<file path="src/rtl/checker_pkg.sv">
// checker_pkg: shared state, policy encodings and defaults for the checker read sequencer
package checker_pkg;
  typedef enum logic [1:0] {IDLE, START, WAIT, DONE} state_e;
  localparam logic [1:0] MODE_POLL = 2'b00;
  localparam logic [1:0] MODE_IRQ_END = 2'b01;
  localparam logic [1:0] MODE_IRQ_ALL = 2'b10;
  localparam int PAGE_BITS_DEF = 12;
  function automatic logic irq_wanted(input logic [1:0] m, input logic err);
    return (m == MODE_IRQ_END && !err) || m == MODE_IRQ_ALL;
  endfunction
endpackage

</file>
<file path="src/rtl/checker_read.sv">
// checker_read: sequences a mode-side read request into a page-aligned hm fetch and reports the result
// Ports:
//   sys_clk, sys_rst         clock, async active-low reset
//   mode_mode/start/addr/ack request policy, level request, byte address, irq acknowledge
//   mode_end/error/irq/data  completion flags, interrupt, measured latency in cycles
//   hm_page_addr/hm_start    page-aligned fetch address and one-cycle fetch pulse
//   hm_end/timeout/error     fetch result pulses
// Optional: CHECKER_READ_WATCHDOG_EN ends WAIT with an error after WDOG_CYCLES silent cycles.
// Latency is the number of cycles from the hm_start cycle to the response cycle, so a response
// in the cycle right after hm_start reports 1.
module checker_read
  import checker_pkg::*;
#(
  parameter int PAGE_BITS = PAGE_BITS_DEF,
  parameter int WDOG_CYCLES = 4096
) (
  input  logic        sys_clk,
  input  logic        sys_rst,
  input  logic [1:0]  mode_mode,
  input  logic        mode_start,
  input  logic [63:0] mode_addr,
  output logic        mode_end,
  output logic [63:0] mode_data,
  output logic        mode_irq,
  input  logic        mode_ack,
  output logic        mode_error,
  output logic [63:0] hm_page_addr,
  output logic        hm_start,
  input  logic        hm_end,
  input  logic        hm_timeout,
  input  logic        hm_error
);
  localparam logic [63:0] PAGE_MASK = ~((64'd1 << PAGE_BITS) - 64'd1);
  state_e state_q;
  logic err_q, irq_q, hm_start_q;
  logic [1:0] pol_q;
  logic [63:0] cnt_q, cnt_d, data_q, addr_q;
  logic wdog_hit, fail, resp;
  assign cnt_d = &cnt_q ? cnt_q : cnt_q + 64'd1;
`ifdef CHECKER_READ_WATCHDOG_EN
  assign wdog_hit = cnt_d == 64'(WDOG_CYCLES);
`else
  logic unused_wdog;
  assign wdog_hit = 1'b0;
  assign unused_wdog = ^WDOG_CYCLES;
`endif
  assign fail = hm_timeout | hm_error | wdog_hit;
  assign resp = hm_end | fail;
  always_ff @(posedge sys_clk or negedge sys_rst) begin
    if (!sys_rst) begin
      state_q <= IDLE;
      err_q <= 1'b0;
      irq_q <= 1'b0;
      hm_start_q <= 1'b0;
      pol_q <= MODE_POLL;
      cnt_q <= '0;
      data_q <= '0;
      addr_q <= '0;
    end else begin
      hm_start_q <= 1'b0;
      // a set later in this block overrides the ack
      if (mode_ack) irq_q <= 1'b0;
      case (state_q)
        IDLE: if (mode_start) begin
          addr_q <= mode_addr & PAGE_MASK;
          pol_q <= mode_mode;
          cnt_q <= '0;
          hm_start_q <= 1'b1;
          state_q <= START;
        end
        START: state_q <= WAIT;
        WAIT: if (!mode_start) state_q <= IDLE;
        else begin
          cnt_q <= cnt_d;
          if (resp) begin
            data_q <= cnt_d;
            err_q <= fail;
            state_q <= DONE;
            if (irq_wanted(pol_q, fail)) irq_q <= 1'b1;
          end
        end
        default: if (!mode_start) state_q <= IDLE;
      endcase
    end
  end
  assign mode_end = state_q == DONE && !err_q;
  assign mode_error = state_q == DONE && err_q;
  assign mode_irq = irq_q;
  assign mode_data = data_q;
  assign hm_page_addr = addr_q;
  assign hm_start = hm_start_q;
endmodule

</file>
<file path="config.mk">
export PLATFORM = sky130hd
export DESIGN_NAME = checker_read
export DESIGN_NICKNAME = d
export VERILOG_FILES = /design/src/rtl/checker_pkg.sv /design/src/rtl/checker_read.sv
export SDC_FILE = /design/constraint.sdc
export NUM_CORES = 1
export LEC_CHECK = 0
export ABC_AREA = 1
export ABC_CLOCK_PERIOD_IN_PS = 3320
export BUFFER_PORTS_ARGS = -buffer_cell sky130_fd_sc_hd__buf_2
export CAP_MARGIN = 20
export CORE_AREA = 2 2 163 165
export DETAILED_ROUTE_END_ITERATION = 12
export DIE_AREA = 0 0 165 167
export SYNTH_ARGS = -nofsm -noshare
export SYNTH_HDL_FRONTEND = slang
export SYNTH_SLANG_ARGS = --single-unit
</file>
<file path="constraint.sdc">
create_clock -name sys_clk -period 3.32 [get_ports sys_clk]
set_clock_uncertainty 0.1 [all_clocks]
set_input_delay 0.166 -clock sys_clk [delete_from_list [all_inputs] [get_ports sys_clk]]
set_output_delay 0.166 -clock sys_clk [all_outputs]
set_load 0.03 [all_outputs]
</file>
==> results.txt <==
Data on the critical path arrives at its endpoint at 2.90 ns. The logs give 0 for the total congestion overflow after global routing and 205 for the total I/O pin count. The number of antenna violations at the first check in global routing came out at 0. In this run the worst path has a maximum fanout of 34. Detailed placement ended at an HPWL of 20890 µm. No sink is reached through more buffers than the 2 on the longest clock path. Sequential elements use 48.18% of the synthesized area. The logs give 4 for the H-tree depth reported by CTS and 9120 for the via count of the first global-routing pass. The mean area per synthesized cell was 7.094 µm². Dividing total power by cell area gives a power density of 537.1 nW/µm².

The clock latency at the later pin of the worst-skew pair is 0.44 ns. The logs give 4.141 mW for the internal power summed over all cells and 0.06241 ns for the worst slack on hold paths. The area added between synthesis and finish works out to 25.12%. After synthesis, the cell types taking the most area are sky130_fd_sc_hd__dfrtp_1 48%, sky130_fd_sc_hd__nand2_1 27%, sky130_fd_sc_hd__nor2_1 5.1%.

The number of nets in the final layout came out at 1667. The post-route fraction of the period consumed by the critical path was 80.35%. Registers take 4679 µm².

The run gives 12150 µm² as the post-route cell area. The via count was 9134. Global routing used 21.93% of the available tracks. The min-delay analysis places its worst path in the category input pin to flip-flop. The tool flagged a number of max-cap violations equal to 0. Kind of end point of the critical path: a flip-flop. The final sum of negative setup slack was 0 ns; the share of total power in sequential cells was 42.6%. The maximum number of pins on one net before global-route repair came out at 102. The initialized floorplan defines 59 standard-cell rows. 0 antenna diodes ended up in the layout. Clock root buffer: sky130_fd_sc_hd__clkbuf_16. Setup repair after global routing left no endpoint under its margin. During placement, the flow inserted port buffers numbering 180. The final-report hold violation count is 0.

For this run, the number of Yosys warnings is 0. The kind of start point of the critical path is a flip-flop. The number of gates resized after CTS is 0.

The first global-routing pass estimated 47660 µm of wire. For this design, the sink count on the clock tree is 187. The flow ran to the end, and the final reports show no timing, DRC or antenna violations. Measured against its own limit, the worst slew margin works out to 40.77%. Clock-pin slew was measured on the worst setup and hold paths at 0.08 ns. Measured along the y axis, the die boundary spans 167 µm. The number of library cell types mapped by synthesis is 30. The total of endpoints with negative setup slack in the final report came out at 0. After detailed routing, the average wire length per cell comes to 15.11 µm.

Clock tree synthesis inserted a total of 17 buffers. Excluding fillers, the count of instances in the completed layout stands at 1941. Net switching is 36.55% of the power. Power comes to 6.526 mW. After detailed routing, the number of remaining DRC violations is 0. The core area was 25760 µm².

Wires add up to 29320 µm. By startpoint and endpoint, the worst setup path is classified as flip-flop to flip-flop. The slew of the pin with the lowest slew margin was 0.8872 ns. The shortest period the worst path allows is 2.668 ns. For the number of iterations in the first detailed-routing pass, the log shows 5. The layout has 2633 filler cells. Across the VDD grid, the largest voltage drop is 0.3944 mV.

The run gives 9712 µm² as the post-synthesis instance area. Summing all placed instances gives a cell area of 10950 µm². The number of instances in the synthesized netlist is 1369. The cell type contributing the most total cell area after synthesis was sky130_fd_sc_hd__dfrtp_1.

The combined area of the multi-input logic cells was 4410 µm²; the last weighted congestion value of the routability-driven placer was 0.9316. Once the floorplan was initialized, standard cells occupied 37.70% of the core. TritonCTS built the clock tree.

The floorplan step set the die width to 165 µm. The critical path data required time was 3.55 ns; the combinational fraction of design power was 24.8%. The top achievable clock speed is 374.9 MHz. For the total net switching power, the log shows 2.385 mW. The synthesized design contains 187 register bits. Once detail routing completed, the nets flagged for antenna violations numbered 0. The number of max-slew violations in the final report was 0.

The tools report the cell count after placement as 1850. In this run the biggest area consumer among cell types represents 48.18% of the synthesized area. The via density per instance is 4.706, and the clock network fraction of total power is 32.6%. The share of layout cells above drive strength 1 is 15.57%, and the area enclosed by the die boundary is 27560 µm². After the first detailed-routing iteration, the DRC count stood at 570. The analysis attributes to cell leakage a power of 6.707 nW.
-- repair_timing --
item | in CTS | in global routing
endpoints found under the hold margin | 157 | 0
hold buffers | 59 | 0
buffers inserted | 0 | 0
-- synth_stat cells --
master                     instances
sky130_fd_sc_hd__o21ai_1           1
sky130_fd_sc_hd__nor2_1          132
sky130_fd_sc_hd__buf_4            12
sky130_fd_sc_hd__inv_1            99
sky130_fd_sc_hd__nor3_1            9
sky130_fd_sc_hd__nand2_2           1
sky130_fd_sc_hd__buf_6             2
sky130_fd_sc_hd__and3_1            1
sky130_fd_sc_hd__a31oi_1           1
sky130_fd_sc_hd__or2_2             1
sky130_fd_sc_hd__inv_2             5
sky130_fd_sc_hd__nor2b_1           1
sky130_fd_sc_hd__clkbuf_1         24
sky130_fd_sc_hd__a21oi_1           1
sky130_fd_sc_hd__buf_2            13
sky130_fd_sc_hd__o22ai_1           1
sky130_fd_sc_hd__nand2_4           2
sky130_fd_sc_hd__nand3_1          53
sky130_fd_sc_hd__xor2_1           20
sky130_fd_sc_hd__nand3_2          10
sky130_fd_sc_hd__o21ai_0          29
sky130_fd_sc_hd__xnor2_1           1
sky130_fd_sc_hd__buf_1             6
sky130_fd_sc_hd__ha_1              1
sky130_fd_sc_hd__nand2_1         701
sky130_fd_sc_hd__nand4_1          17
sky130_fd_sc_hd__dfrtp_1         187
sky130_fd_sc_hd__conb_1            1
sky130_fd_sc_hd__o21bai_1         33
sky130_fd_sc_hd__nor2_4            4
-- logic make-up after synthesis --
family,synth area share [%]
simple gates,38.47
flops,48.18
buf+inv,7.009
compound gates,4.277
xor+xnor,1.894
fa+ha+maj,0.1288
other cells,0.03861
-- metrics by stage --
stage | utilization (%) | setup slack, ns
3_3_place_gp | 42.50 | 0.7164
6_report | 47.17 | 0.6523
2_1_floorplan | - | 1.340
3_5_place_dp | 42.50 | 0.6822
5_1_grt | 47.17 | 0.4858
4_1_cts | 47.17 | 0.6796
-- critical path, stage by stage (launching register included) --
cell                      delay (ns)
sky130_fd_sc_hd__dfrtp_1        0.48
sky130_fd_sc_hd__ha_1           0.36
sky130_fd_sc_hd__inv_2          0.09
sky130_fd_sc_hd__nor2_4         0.22
sky130_fd_sc_hd__nand2_4        0.10
sky130_fd_sc_hd__nor2_4         0.23
sky130_fd_sc_hd__nand2_4        0.10
sky130_fd_sc_hd__inv_2          0.07
sky130_fd_sc_hd__nand2_2        0.22
sky130_fd_sc_hd__buf_12         0.27
sky130_fd_sc_hd__nand2_1        0.09
sky130_fd_sc_hd__nand2_1        0.07
sky130_fd_sc_hd__nand2_1        0.06
sky130_fd_sc_hd__nand2_1        0.06
-- registers in the layout, indices dropped and copies added (netlist names) --
| register | count |
|---|---|
| mode_irq | 1 |
| mode_data | 64 |
| cnt_q | 64 |
| err_q | 1 |
| hm_start | 1 |
| pol_q | 2 |
| hm_page_addr | 52 |
| state_q | 2 |
-- routing by layer --
metal	track usage, %	vias to the layer above	part of all wire [%]
li1	-	4602	-
met1	29.87	4230	46
met2	34.95	280	46
met3	6.027	22	7.4
met4	4.688	0	1.4
met5	0	-	0
-- cell type report --
class | instances | area share, %
tap | 335 | 3.449
inverter | 104 | 3.213
sequential | 187 | 38.51
clock inverter | 14 | 1.421
multi-input combinational | 1032 | 36.30
timing repair buffer | 251 | 13.50
clock buffer | 18 | 3.614
-- cells in the final DEF, fill, tap and decap left out, types with 6 or more instances in the layout --
master | Yosys | final
sky130_fd_sc_hd__dfrtp_1 | 187 | 187
sky130_fd_sc_hd__nor2_4 | 4 | 6
sky130_fd_sc_hd__nand4_1 | 17 | 17
sky130_fd_sc_hd__nor3_1 | 9 | 9
sky130_fd_sc_hd__buf_4 | 12 | 8
sky130_fd_sc_hd__nand2_1 | 701 | 700
sky130_fd_sc_hd__buf_2 | 13 | 179
sky130_fd_sc_hd__dlygate4sd3_1 | 0 | 59
sky130_fd_sc_hd__nor2_1 | 132 | 130
sky130_fd_sc_hd__o21ai_0 | 29 | 29
sky130_fd_sc_hd__clkbuf_16 | 0 | 17
sky130_fd_sc_hd__inv_1 | 99 | 99
sky130_fd_sc_hd__conb_1 | 1 | 12
sky130_fd_sc_hd__xor2_1 | 20 | 20
sky130_fd_sc_hd__nand3_2 | 10 | 10
sky130_fd_sc_hd__o21bai_1 | 33 | 33
sky130_fd_sc_hd__nand3_1 | 53 | 53
-- power groups by stage --
stage	combinational, mW	sequential, mW	clock, mW
6_report	1.62	2.78	2.13
3_5_place_dp	1.59	2.80	0
2_1_floorplan	0.470	3.37	0
4_1_cts	1.63	2.77	2.18
5_1_grt	1.77	2.82	2.29
3_3_place_gp	1.57	2.80	0
-- worst paths after layout --
kind	slack, ns	depth (start not counted)	endpoint	startpoint
worst max-delay path	0.65	13	mode_data[0]	cnt_q[0]
worst min-delay path	0.06	5	state_q[0]	hm_end
worst max register to register	0.65	13	mode_data[0]	cnt_q[0]
worst min register to register	0.37	2	hm_page_addr[21]	hm_page_addr[21]
max in group asynchronous	2.02	3	mode_data[45]	sys_rst
min in group asynchronous	0.29	2	mode_data[0]	sys_rst
Power figures use the tool's default switching activity.
